==> config.mk <==
export PLATFORM = sky130hd
export DESIGN_NAME = dmr_fault_ctrl
export DESIGN_NICKNAME = d
export VERILOG_FILES = /design/src/rtl/dmr_fault_ctrl.sv
export SDC_FILE = /design/constraint.sdc
export NUM_CORES = 1
export LEC_CHECK = 0
export ABC_AREA = 1
export CELL_PAD_IN_SITES_DETAIL_PLACEMENT = 0
export CELL_PAD_IN_SITES_GLOBAL_PLACEMENT = 1
export CORE_AREA = 5 5 58 85
export DETAILED_ROUTE_END_ITERATION = 10
export DIE_AREA = 0 0 63 90
export GPL_TIMING_DRIVEN = 1
export PLACE_DENSITY = 0.86
export SYNTH_ARGS = -nofsm -noshare
export SYNTH_HDL_FRONTEND = slang
export SYNTH_SLANG_ARGS = --single-unit
==> constraint.sdc <==
create_clock -name clk_i -period 1.8 [get_ports clk_i]
set_input_delay 0.18 -clock clk_i [delete_from_list [all_inputs] [get_ports clk_i]]
set_output_delay 0.18 -clock clk_i [all_outputs]
set_load 0.01 [all_outputs]
==> src/rtl/dmr_fault_ctrl.sv <==
// DMR lockstep fault controller: filters comparator mismatch glitches,
// counts transient and persistent faults, halts both harts on a persistent
// fault, runs the resync handshake and escalates to a sticky fatal state.
module dmr_fault_ctrl #(
    parameter int FILTER_CYC = 2,
    parameter int MAX_FAULTS = 4,
    parameter int CNT_W      = 8
) (
    input  logic             clk_i,
    input  logic             rst_i,
    input  logic             dmr_en_i,
    input  logic             error_i,
    input  logic             resync_ack_i,
    input  logic             clear_cnt_i,
    output logic             halt_o,
    output logic             resync_req_o,
    output logic             irq_o,
    output logic             fatal_o,
    output logic [2:0]       state_o,
    output logic [CNT_W-1:0] transient_cnt_o,
    output logic [CNT_W-1:0] fault_cnt_o
);

    typedef enum logic [2:0] {
        S_NORMAL = 3'd0,
        S_FILTER = 3'd1,
        S_HALT   = 3'd2,
        S_RESYNC = 3'd3,
        S_FATAL  = 3'd4
    } state_t;

    localparam int FW = $clog2(FILTER_CYC + 1);
    localparam int TW = $clog2(MAX_FAULTS + 1);
    localparam logic [FW-1:0]    FILT_LAST = FW'(FILTER_CYC);
    localparam logic [TW-1:0]    TALLY_MAX = TW'(MAX_FAULTS);
    localparam logic [CNT_W-1:0] CNT_MAX   = '1;

    state_t           state_reg, state_next;
    logic [FW-1:0]    filt_reg, filt_next;
    // Fault tally that clear_cnt_i cannot touch; it alone decides escalation.
    logic [TW-1:0]    tally_reg;
    logic [CNT_W-1:0] trans_reg;
    logic [CNT_W-1:0] fault_reg;
    logic             halt_reg, req_reg, irq_reg, fatal_reg;
    logic             inc_trans, inc_fault;
    logic             err;

    assign err = error_i & dmr_en_i;

    // Next-state and counter-increment decisions.
    always_comb begin
        state_next = state_reg;
        filt_next  = filt_reg;
        inc_trans  = 1'b0;
        inc_fault  = 1'b0;
        case (state_reg)
            S_NORMAL: begin
                if (err) begin
                    filt_next = FW'(1);
                    if (FILTER_CYC == 1) begin
                        state_next = S_HALT;
                        inc_fault  = 1'b1;
                    end else begin
                        state_next = S_FILTER;
                    end
                end
            end
            S_FILTER: begin
                if (err) begin
                    filt_next = filt_reg + FW'(1);
                    if (filt_next == FILT_LAST) begin
                        state_next = S_HALT;
                        inc_fault  = 1'b1;
                    end
                end else begin
                    // Mismatch vanished (or checking was disabled) before
                    // the filter expired: a glitch, not a fault.
                    inc_trans  = 1'b1;
                    filt_next  = '0;
                    state_next = S_NORMAL;
                end
            end
            S_HALT: begin
                // tally_reg already includes the fault that entered HALT.
                state_next = (tally_reg >= TALLY_MAX) ? S_FATAL : S_RESYNC;
            end
            S_RESYNC: begin
                if (resync_ack_i) begin
                    filt_next  = '0;
                    state_next = S_NORMAL;
                end
            end
            S_FATAL: begin
                state_next = S_FATAL;
            end
            default: begin
                filt_next  = '0;
                state_next = S_NORMAL;
            end
        endcase
    end

    // State, counters and registered outputs decoded from the next state.
    always_ff @(posedge clk_i) begin
        if (rst_i) begin
            state_reg <= S_NORMAL;
            filt_reg  <= '0;
            tally_reg <= '0;
            trans_reg <= '0;
            fault_reg <= '0;
            halt_reg  <= 1'b0;
            req_reg   <= 1'b0;
            irq_reg   <= 1'b0;
            fatal_reg <= 1'b0;
        end else begin
            state_reg <= state_next;
            filt_reg  <= filt_next;
            if (inc_fault && (tally_reg != TALLY_MAX)) begin
                tally_reg <= tally_reg + TW'(1);
            end
            if (clear_cnt_i) begin
                trans_reg <= '0;
            end else if (inc_trans && (trans_reg != CNT_MAX)) begin
                trans_reg <= trans_reg + CNT_W'(1);
            end
            if (clear_cnt_i) begin
                fault_reg <= '0;
            end else if (inc_fault && (fault_reg != CNT_MAX)) begin
                fault_reg <= fault_reg + CNT_W'(1);
            end
            halt_reg  <= (state_next == S_HALT) || (state_next == S_RESYNC) ||
                         (state_next == S_FATAL);
            req_reg   <= (state_next == S_RESYNC);
            irq_reg   <= (state_next == S_HALT);
            fatal_reg <= (state_next == S_FATAL);
        end
    end

    assign halt_o          = halt_reg;
    assign resync_req_o    = req_reg;
    assign irq_o           = irq_reg;
    assign fatal_o         = fatal_reg;
    assign state_o         = state_reg;
    assign transient_cnt_o = trans_reg;
    assign fault_cnt_o     = fault_reg;

endmodule

# ---- Word level (Yosys, flattened, before mapping)
# Cells that the tools add are included.
dict set report op_classes {
  addsub 4
  n_lt_le_gt_ge 1
  eq_ne 13
  mux 15
  bitwise_logic 2
  n_reduce_logical 9
}
# cell count
set op_table {}
lappend op_table {{$add A8 B1 Y8 const B} 2}
lappend op_table {{$ne A8 B8 Y1 const B} 2}
lappend op_table {{$mux W3} 5}
lappend op_table {{$pmux W3 S5} 1}
lappend op_table {{$eq A3 B2 Y1 const B} 4}
lappend op_table {{$pmux W2 S4} 1}
lappend op_table {{$eq A3 B3 Y1 const B} 2}
lappend op_table {{$mux W2} 3}
lappend op_table {{$mux W1} 5}
lappend op_table {{$ne A2 B2 Y1 const B} 2}
lappend op_table {{$reduce_or A2 Y1} 2}
lappend op_table {{$add A3 B1 Y3 const B} 1}
lappend op_table {{$eq A3 B1 Y1 const B} 1}
lappend op_table {{$ge A3 B3 Y1 const B} 1}
lappend op_table {{$logic_and A1 B1 Y1} 3}
lappend op_table {{$logic_not A3 Y1} 1}
lappend op_table {{$ne A3 B3 Y1 const B} 1}
lappend op_table {{$reduce_and A3 Y1} 1}
lappend op_table {{$add A2 B1 Y2 const B} 1}
lappend op_table {{$eq A2 B2 Y1 const B} 1}
lappend op_table {{$logic_or A1 B1 Y1} 2}
lappend op_table {{$and A1 B1 Y1} 1}
lappend op_table {{$not A1 Y1} 1}
dict set report word_totals {
  reg_bits 28
}

# ---- Longest topological paths before layout
dict set report depth {
  ltp_word 8
  depth_mapped 8
  depth_no_buf 8
}

# ---- Least setup slack after synthesis
# OpenSTA, ideal clock, no wires.
dict set report synth_path {
  path_kind {flip-flop to flip-flop}
  start {register trans_reg[1] (netlist: transient_cnt_o[1])}
  end {register trans_reg[0] (netlist: transient_cnt_o[0])}
  setup_time_ps 113
  arrival_ps 1163
  t_required_ps 1687
  setup_slack_ps 524
  stages_incl_launch_ff 9
  n_path_buf 0
  path_cell_list {dfxtp_1 ha_1 nand3_1 clkinv_1 nand2_2 nand2_4 inv_4 nor2_1 nor2_1}
}
dict set report synth_between {
  elab_chain_len 2
}
# item line
set synth_lines {}
lappend synth_lines {{from (decl)} 42} ;# logic [CNT_W-1:0] trans_reg;
lappend synth_lines {{from (signal assigned)} 124} ;# trans_reg <= trans_reg + CNT_W'(1);
lappend synth_lines {{$ne A8 B8 Y1} 123} ;# end else if (inc_trans && (trans_reg != CNT_MAX)) begin
lappend synth_lines {{$logic_and A1 B1 Y1} 123}
# Every way passes these cells.
# A chain may end at the register's enable or synchronous reset.

# ---- Final worst setup path
dict set report layout_path {
  start {register fault_reg[2] (netlist: fault_cnt_o[2])}
  end {output fault_cnt_o[2]}
}
# item line
set layout_lines {}
lappend layout_lines {{from (decl)} 43} ;# logic [CNT_W-1:0] fault_reg;
lappend layout_lines {{from (signal assigned)} 129} ;# fault_reg <= fault_reg + CNT_W'(1);
lappend layout_lines {{to (decl)} 21} ;# output logic [CNT_W-1:0] fault_cnt_o
# No word-level cell between the ends.

==> impl_metrics.json <==
{
  "fillers": 457,
  "grt_max_degree": 16,
  "vias": 1418,
  "rows": 29,
  "hp-class": "flip-flop to flip-flop",
  "finalSetupTns_ns": 0,
  "syn_nets": 239,
  "status": "finished clean",
  "slew_headroom": 0.773,
  "post-dp-hpwl_um": 2630,
  "cts_resized": 0,
  "cts_tree": "done",
  "hold_violations": 0,
  "min_period_ns": 1.53,
  "syn_area_mm2": 0.00154,
  "crit_path_cell_trace": "clkdlybuf4s50_1",
  "vias_per_cell": 4.62,
  "root_buffer": "clkbuf_8",
  "final-max-slew-violation-count": 0,
  "dieArea_mm2": 0.00567,
  "rsz0062_at_grt": "false",
  "period_share": 0.847,
  "cap_viol_max_count": 0,
  "hold_buffers": 0,
  "fmax_mhz": 656,
  "cts.sinks": 28,
  "synth_top_area_cell": "dfxtp_1",
  "p_per_area_mw_per_mm2": 565,
  "grt_busiest_layer": "met2",
  "leakagePower_uw": 0.000788,
  "critPathRequiredTime_ns": 1.62,
  "numCtsBuffers": 3,
  "slowest_stage": "clkdlybuf4s50_1",
  "grtUsageTotal": 0.119,
  "initial_core_util": 0.369,
  "crit_path_max_fanout": 7,
  "core-area_mm2": 0.00417,
  "cp_top_family": "buffers and inverters",
  "post_cts_buffers": 0,
  "clockBufferDepth": 2,
  "postRouteAntennaNets": 0,
  "drcViolationCount": 0,
  "crit_buf_inv": 1,
  "cp_slowest_stage_delay_ns": 0.59,
  "first_global_vias": 1331,
  "ys.flop_type": "dfxtp_1",
  "gr-usage-met3": 0.0175,
  "synth.distinct_cells": 23,
  "cp.arrival_ns": 1.35,
  "buffer_ports.inserted": 28,
  "htreeDepth": 1,
  "grtUsageMet2": 0.220,
  "num_io_pins": 29,
  "tightest_slew_ns": 0.337,
  "setup_viol": 0,
  "ys_seq_area_frac": 0.364,
  "fin_nets": 273,
  "antenna_cells": 0,
  "netlist.area_leader.share": 0.364,
  "ys_ff_latch": 28,
  "antenna_found_initial": 0,
  "clock_latency_ns": 0.27,
  "start_kind": "flip-flop",
  "synth_edf_count": 0,
  "synthToLayoutAreaGrowth_pct": 26.3,
  "die_height_um": 90,
  "ir_drop_v": 0.000438,
  "worst_setup_path_end_kind": "output pin",
  "finalInstanceArea_mm2": 0.00194,
  "gp_congestion": 0.803,
  "grt_first_pass_wirelength_um": 5660,
  "wl_per_cell_um": 10.6,
  "dieWidth_um": 63,
  "cts.clk_slew.worst_paths_ns": 0.09,
  "grt_use_met1": 0.135,
  "async_flop_share": 0,
  "utilization": 0.466,
  "syn_inst": 228,
  "skew_ns": 0.00217,
  "timing_worst_setup_path_type": "flip-flop to output pin",
  "place_area_mm2": 0.00189,
  "drt-initial-drc-count": 37,
  "grt-ovfl-total": 0,
  "yosys_warnings": 0,
  "drive_gt1_frac": 0.0958,
  "synth_area_leaders": "dfxtp_1 36%, nand2_1 15%, nor2_1 10%",
  "syn_area_per_cell_um2": 6.75,
  "wl_um": 3260,
  "dr.pass1.iters": 2
}
-- synthesized netlist by cell type (4+ instances only) --
cell / n
nand2_1: 60
o21ai_0: 5
nand3_1: 17
nor2_1: 41
xor2_1: 4
nand2_2: 6
a21oi_1: 12
o21ai_1: 4
ha_1: 5
inv_1: 24
dfxtp_1: 28
-- kinds of logic (layout without fill, tap and decap cells) --
group | after synthesis | in the layout | synth area share
AOI/OAI and AO/OA | 21 | 21 | 0.0683
xor gates and xnor gates | 7 | 7 | 0.0398
adders and majority gates | 5 | 5 | 0.0407
buffers and inverters | 32 | 65 | 0.0797
DFF | 28 | 28 | 0.364
and+or+nand+nor | 135 | 135 | 0.407
-- cell type report --
class	instances	area [um^2]	share of cell area
tap	46	57.6	0.0296
multi-input combinational	168	856	0.440
sequential	28	561	0.288
timing repair buffer	30	295	0.152
inverter	31	119	0.0612
clock buffer	4	55.1	0.0283
-- layout by cell type, fill, tap and decap left out, types with 3 or more instances in the layout --
master / netlist / final
nand2_1: 60 / 60
nor2_1: 41 / 41
dfxtp_1: 28 / 28
clkdlybuf4s50_1: 0 / 28
inv_1: 24 / 24
nand3_1: 17 / 17
a21oi_1: 12 / 12
nand2_2: 6 / 6
o21ai_0: 5 / 5
ha_1: 5 / 5
xor2_1: 4 / 4
o21ai_1: 4 / 4
clkbuf_8: 0 / 4
inv_2: 3 / 3
clkinv_1: 3 / 3
xnor2_1: 3 / 3
-- per-stage QoR --
stage | setup WS, ns | hold slack, ns | cells | power [uW]
4_1_cts | 0.255 | 0.495 | 307 | 1130
3_5_place_dp | 0.256 | 0.476 | 303 | 732
3_3_place_gp | 0.269 | 0.469 | 303 | 732
6_report | 0.275 | 0.493 | 307 | 1100
2_1_floorplan | 0.524 | 0.358 | 228 | 699
5_1_grt | 0.230 | 0.517 | 307 | 1160
-- layer usage --
metal	routed length (um)	vias to the layer above	share of wire
li1	-	770	-
met1	1400	628	0.43
met2	1730	18	0.53
met3	104	2	0.032
met4	31	0	0.0095
met5	0	-	0
-- final timing paths --
| path | startpoint | to | slack [ns] | cells after the start |
|---|---|---|---|---|
| worst max-delay path | fault_cnt_o[2] | fault_cnt_o[2] | 0.27 | 1 |
| worst min-delay path | filt_reg[1] | filt_reg[1] | 0.49 | 2 |
| worst max register to register | transient_cnt_o[0] | transient_cnt_o[1] | 0.44 | 8 |
| worst min register to register | filt_reg[1] | filt_reg[1] | 0.49 | 2 |
-- where the power goes --
group	leakage [uW]	internal [uW]	total, uW	switching, uW
registers	0.000226	625	631	5.23
clock network	0.0000288	196	383	188
logic	0.000534	35.3	84.6	49.3
(Power assumes the default switching activity.)
